File: src/rtl/count_display_ctrl.sv
// count_display_ctrl: turns a binary photon count into four BCD digits for the
// seven-segment decoders. Loads are converted with a sequential double-dabble
// (16 iterations), saturated at 9999 with an overflow flag, leading zeros are
// flagged for blanking, and each displayed value is held for HOLD_CYCLES
// before the next one is taken. Loads arriving while busy are kept one deep,
// latest wins.
module count_display_ctrl #(
  parameter int unsigned HOLD_CYCLES = 5000000,
  parameter int unsigned HOLD_W      = 23
) (
  input  logic        clk,
  input  logic        reset_n,
  input  logic        load,
  input  logic [15:0] count_in,
  output logic        busy,
  output logic        pend,
  output logic        done,
  output logic [3:0]  dig0,
  output logic [3:0]  dig1,
  output logic [3:0]  dig2,
  output logic [3:0]  dig3,
  output logic [3:0]  blank,
  output logic        ovf
);

  typedef enum logic [1:0] {
    StIdle,
    StConvert,
    StHold
  } state_e;

  localparam logic [15:0]       MaxDisp   = 16'd9999;
  localparam logic [4:0]        NumIter   = 5'd16;
  localparam logic [HOLD_W-1:0] HoldStart = HOLD_W'(HOLD_CYCLES);
  localparam logic [HOLD_W-1:0] HoldLast  = HOLD_W'(1);

  state_e            r_state;
  logic              r_pend;
  logic [15:0]       r_pend_val;
  logic [15:0]       r_bin;
  logic [15:0]       r_bcd;
  logic [4:0]        r_iter;
  logic [HOLD_W-1:0] r_hold;
  logic              r_ovf_nxt;
  logic              r_done;
  logic [3:0]        r_dig0;
  logic [3:0]        r_dig1;
  logic [3:0]        r_dig2;
  logic [3:0]        r_dig3;
  logic [3:0]        r_blank;
  logic              r_ovf;

  logic [15:0]       w_src;
  logic              w_sat;
  logic [15:0]       w_cap_val;
  logic [15:0]       w_bcd_adj;
  logic [3:0]        w_blank_nxt;

  // Capture source and saturation: a direct load always beats the pending value.
  always_comb begin
    w_src     = load ? count_in : r_pend_val;
    w_sat     = (w_src > MaxDisp);
    w_cap_val = w_sat ? MaxDisp : w_src;
  end

  // Double-dabble correction: add 3 to each BCD nibble that is 5 or more.
  always_comb begin
    w_bcd_adj = r_bcd;
    for (int i = 0; i < 4; i++) begin
      if (r_bcd[4*i +: 4] >= 4'd5) begin
        w_bcd_adj[4*i +: 4] = r_bcd[4*i +: 4] + 4'd3;
      end
    end
  end

  // Leading-zero flags for the finished conversion; the ones digit is never blanked.
  always_comb begin
    w_blank_nxt    = 4'b0000;
    w_blank_nxt[3] = (r_bcd[15:12] == 4'd0);
    w_blank_nxt[2] = w_blank_nxt[3] & (r_bcd[11:8] == 4'd0);
    w_blank_nxt[1] = w_blank_nxt[2] & (r_bcd[7:4] == 4'd0);
  end

  // Sequencer FSM with pending buffer and registered display outputs.
  always_ff @(posedge clk or negedge reset_n) begin
    if (!reset_n) begin
      r_state    <= StIdle;
      r_pend     <= 1'b0;
      r_pend_val <= 16'd0;
      r_bin      <= 16'd0;
      r_bcd      <= 16'd0;
      r_iter     <= 5'd0;
      r_hold     <= '0;
      r_ovf_nxt  <= 1'b0;
      r_done     <= 1'b0;
      r_dig0     <= 4'd0;
      r_dig1     <= 4'd0;
      r_dig2     <= 4'd0;
      r_dig3     <= 4'd0;
      r_blank    <= 4'b1110;
      r_ovf      <= 1'b0;
    end else begin
      r_done <= 1'b0;
      unique case (r_state)
        StIdle: begin
          if (load || r_pend) begin
            r_pend    <= 1'b0;
            r_bin     <= w_cap_val;
            r_bcd     <= 16'd0;
            r_ovf_nxt <= w_sat;
            r_iter    <= NumIter;
            r_state   <= StConvert;
          end
        end

        StConvert: begin
          if (load) begin
            r_pend     <= 1'b1;
            r_pend_val <= count_in;
          end
          if (r_iter != 5'd0) begin
            {r_bcd, r_bin} <= {w_bcd_adj, r_bin} << 1;
            r_iter         <= r_iter - 5'd1;
          end else begin
            // All 16 shifts done: publish the digits on this edge only.
            r_dig0  <= r_bcd[3:0];
            r_dig1  <= r_bcd[7:4];
            r_dig2  <= r_bcd[11:8];
            r_dig3  <= r_bcd[15:12];
            r_blank <= w_blank_nxt;
            r_ovf   <= r_ovf_nxt;
            r_done  <= 1'b1;
            if (HOLD_CYCLES == 0) begin
              r_state <= StIdle;
            end else begin
              r_hold  <= HoldStart;
              r_state <= StHold;
            end
          end
        end

        StHold: begin
          // A load on the exit edge is still buffered and taken from IDLE.
          if (load) begin
            r_pend     <= 1'b1;
            r_pend_val <= count_in;
          end
          r_hold <= r_hold - HoldLast;
          if (r_hold <= HoldLast) begin
            r_state <= StIdle;
          end
        end

        default: begin
          r_state <= StIdle;
        end
      endcase
    end
  end

  assign busy  = (r_state != StIdle);
  assign pend  = r_pend;
  assign done  = r_done;
  assign dig0  = r_dig0;
  assign dig1  = r_dig1;
  assign dig2  = r_dig2;
  assign dig3  = r_dig3;
  assign blank = r_blank;
  assign ovf   = r_ovf;

endmodule

File: config.mk
export PLATFORM = sky130hd
export DESIGN_NAME = count_display_ctrl
export DESIGN_NICKNAME = d
export VERILOG_FILES = /design/src/rtl/count_display_ctrl.sv
export SDC_FILE = /design/constraint.sdc
export NUM_CORES = 1
export LEC_CHECK = 0
export CAP_MARGIN = 30
export CORE_UTILIZATION = 58
export CTS_BUF_LIST = sky130_fd_sc_hd__clkbuf_4 sky130_fd_sc_hd__clkbuf_8 sky130_fd_sc_hd__clkbuf_16
export DETAILED_ROUTE_END_ITERATION = 8
export GPL_TIMING_DRIVEN = 0
export PLACE_DENSITY = 0.78
export SETUP_SLACK_MARGIN = 0.1
export SYNTH_ARGS = -nofsm -noshare
export SYNTH_HDL_FRONTEND = slang
export SYNTH_SLANG_ARGS = --single-unit
File: constraint.sdc
create_clock -name clk -period 2.7 [get_ports clk]
set_clock_uncertainty 0.15 [all_clocks]
set_input_delay 0.405 -clock clk [delete_from_list [all_inputs] [get_ports clk]]
set_output_delay 0.405 -clock clk [all_outputs]
set_load 0.1 [all_outputs]
==> flow_metrics.tcl <==
set metrics [dict create \
    initial_core_util 0.5953 \
    synth_top_area_frac 0.4747 \
    fp-row-count 34 \
    p_int_uw 1979 \
    combinationalPowerShare 0.059 \
    layout_setup_ws_ns 0.1574 \
    drc 0 \
    clock_path_buffers 2 \
    wl_met3_um 434 \
    critPathMaxStageDelay_ns 1.17 \
    synth_cells 508 \
    route.met2.wl_mm 5.442 \
    antenna_found_initial 0 \
    m1WireLength_mm 5.116 \
    syn_area_um2 5166 \
    grt_pass1_wl_mm 17.95 \
    drt-initial-drc-count 187 \
    cap_violations 0 \
    critPathTopFamily "buffers and inverters" \
    clk_latency_ns 0.37 \
    cellLeakagePower_uw 0.002642 \
    hold_viol_final 0 \
    crit_buf_inv 1 \
    utilization 0.6933 \
    period_share 0.9417 \
    crit_type "reg -> out" \
    fp.dieW_um 96.38 \
    gp_congestion 0.8643 \
    synthFlopType "dfrtp_1" \
    hp-class "reg -> reg" \
    min_path_cells 2 \
    root_buffer "clkbuf_8" \
    async_flop_share 1.000 \
    place_area_um2 5727 \
    ant_nets 0 \
    area_growth_pct 16.47 \
    wl_per_cell_um 16.43 \
    status "finished, final reports clean" \
    crit_arrival_ns 1.99 \
    routed_wl_mm 11.12 \
    p_sw_uw 691.9 \
    synth_cell_types 64 \
    p_clk_frac 0.358 \
    io_buffers 40 \
    synth.avg_cell_area_um2 10.17 \
    end_kind "output port" \
    cp_max_fo 6 \
    grt_pass1_vias 3828 \
    fmax_mhz 393.3 \
    ys_seq_area_frac 0.4899 \
    cts_inserted_buffers 9 \
    syn-num-nets 544 \
    finalCriticalPeriod_ns 2.543 \
    cts_tree "yes" \
    via_count 3977 \
    worst_pin_slew_ns 0.9707 \
    startpoint_type "register" \
    synth_area_leaders "dfrtp_1 47%, mux2_2 6.1%, nand2_1 4.2%" \
    cp.depth 1 \
    fin_area_um2 6017 \
    swShare 0.2590 \
    grt-ovfl-total 0 \
    pwr-share-seq 0.583 \
    synth_edf_count 0 \
    slew_viol_final 0 \
    relSlewSlack 0.3509 \
    cts_sinks 101 \
    ys_warn_count 0 \
    cp_slowest_cell "clkdlybuf4s50_1" \
    crit_required_ns 2.14 \
    power_density_nw_per_um2 443.9 \
    cts.clk_slew.worst_paths_ns 0.10 \
    ir_worst_vdd_uv 318.9 \
    num_antenna_cells 0 \
    n_fill_cell 665 \
    ys_seq_elements 101 \
    pre_cts_ws_ns -0.1532 \
    cts_htree_levels 3 \
    fin_nets 600 \
    rr_worst_depth 8 \
    rsz0062_at_grt "true" \
    die_h_um 96.38 \
    dpl.hpwl_mm 7.953 \
    io-pin-count 43 \
    finalSetupViolCount 0 \
    highest_layer "met4" \
    yosysTopAreaCell "dfrtp_1" \
    track_usage 0.2541 \
    path_cells "clkdlybuf4s50_1" \
    drive_gt1_frac 0.1599 \
    dieArea_um2 9289 \
    core_area_um2 8678 \
    viasPerCell 5.874 \
    drt_pre_antenna_iters 5 \
    finalPower_uw 2671 \
    grt_max_degree 62 \
]
==> metrics by stage <==
stage          TNS [ns]  hold WS, ns  std cells
3_5_place_dp     -1.418       0.2708        657
5_1_grt               0       0.3456        677
4_1_cts               0       0.3221        674
2_1_floorplan         0     -0.04059        508
6_report              0       0.3198        677
3_3_place_gp    -255.98       0.3011        656
==> synth_stat cells (9+ instances only) <==
master and number:
nand3_1 10, a21oi_1 31, nor3_1 13, mux2i_1 9, o21ai_0 41, ha_1 17
nand2_1 58, mux2_2 28, inv_1 21, dfrtp_1 98, clkbuf_1 14, xnor2_1 18
nor2_1 30
==> power groups by stage <==
stage	registers (µW)	logic, µW	clock network, µW
after global placement	1590	151	0
after CTS	1560	161	969
after floorplan	1580	78.2	0
after global routing	1560	175	1030
final	1560	159	955
after detailed placement	1590	160	0
==> logic make-up after synthesis <==
family,count (synthesis),synth area share
mux,37,0.07847
compound gates,126,0.1526
xor+xnor,22,0.03730
buf+inv,45,0.03730
fa+ha+maj,17,0.04117
flops,101,0.4899
simple gates,159,0.1625
other cells,1,0.0007259
==> placed cells by master (no fill, tap or decap), drive strengths merged, types with 10 or more instances in the layout <==
master	n
dfrtp	98
nand2	58
o21ai	41
clkdlybuf4s50	35
nor2	32
a21oi	31
mux2	28
inv	26
clkbuf	24
xnor2	18
ha	17
nor3	15
buf	15
nand3	10
==> worst paths after layout <==
path	start	endpoint	slack, ns
setup / recovery	pend$_DFFE_PN0P_	pend	0.16
hold / removal	blank[2]$_DFFE_PN1P_	blank[2]$_DFFE_PN1P_	0.32
setup reg to reg	r_iter[0]$_DFFE_PN0P_	r_hold[6]$_DFFE_PN0P_	0.17
hold reg to reg	blank[2]$_DFFE_PN1P_	blank[2]$_DFFE_PN1P_	0.32
max in group asynchronous	reset_n	r_bcd[7]$_DFFE_PN0P_	1.35
min in group asynchronous	reset_n	r_hold[6]$_DFFE_PN0P_	0.39
==> layer usage <==
layer,vias up,track usage
met5,-,0
met4,0,0.06127
met3,14,0.05947
met2,84,0.4291
met1,1942,0.3325
li1,1937,-
==> sequential cells by signal, indices dropped and copies added, names as in the netlist, 2 cells and up <==
register	count
dig2	4
r_hold	23
r_state	2
dig3	4
r_pend_val	16
r_bcd	16
dig1	4
r_bin	16
blank	3
r_iter	5
dig0	4
==> final cells by class <==
type | instances | area, µm² | share of cell area
well taps | 108 | 135.1 | 0.02246
clock inverters | 7 | 73.82 | 0.01227
plain buffers | 23 | 117.6 | 0.01955
inverters | 21 | 78.83 | 0.01310
clock buffers | 9 | 123.9 | 0.02059
repair buffers | 46 | 456.7 | 0.07590
flip-flops and latches | 101 | 2531 | 0.4207
multi-input cells | 362 | 2500 | 0.4155
==> repair_timing <==
item | in CTS | in global routing
endpoints found under the setup margin | 35 | 41
hold buffers | 1 | 0
gates resized for setup | 11 | 16
hold endpoints to repair | 37 | 0
setup buffers | 0 | 4
(Power assumes the default switching activity.)
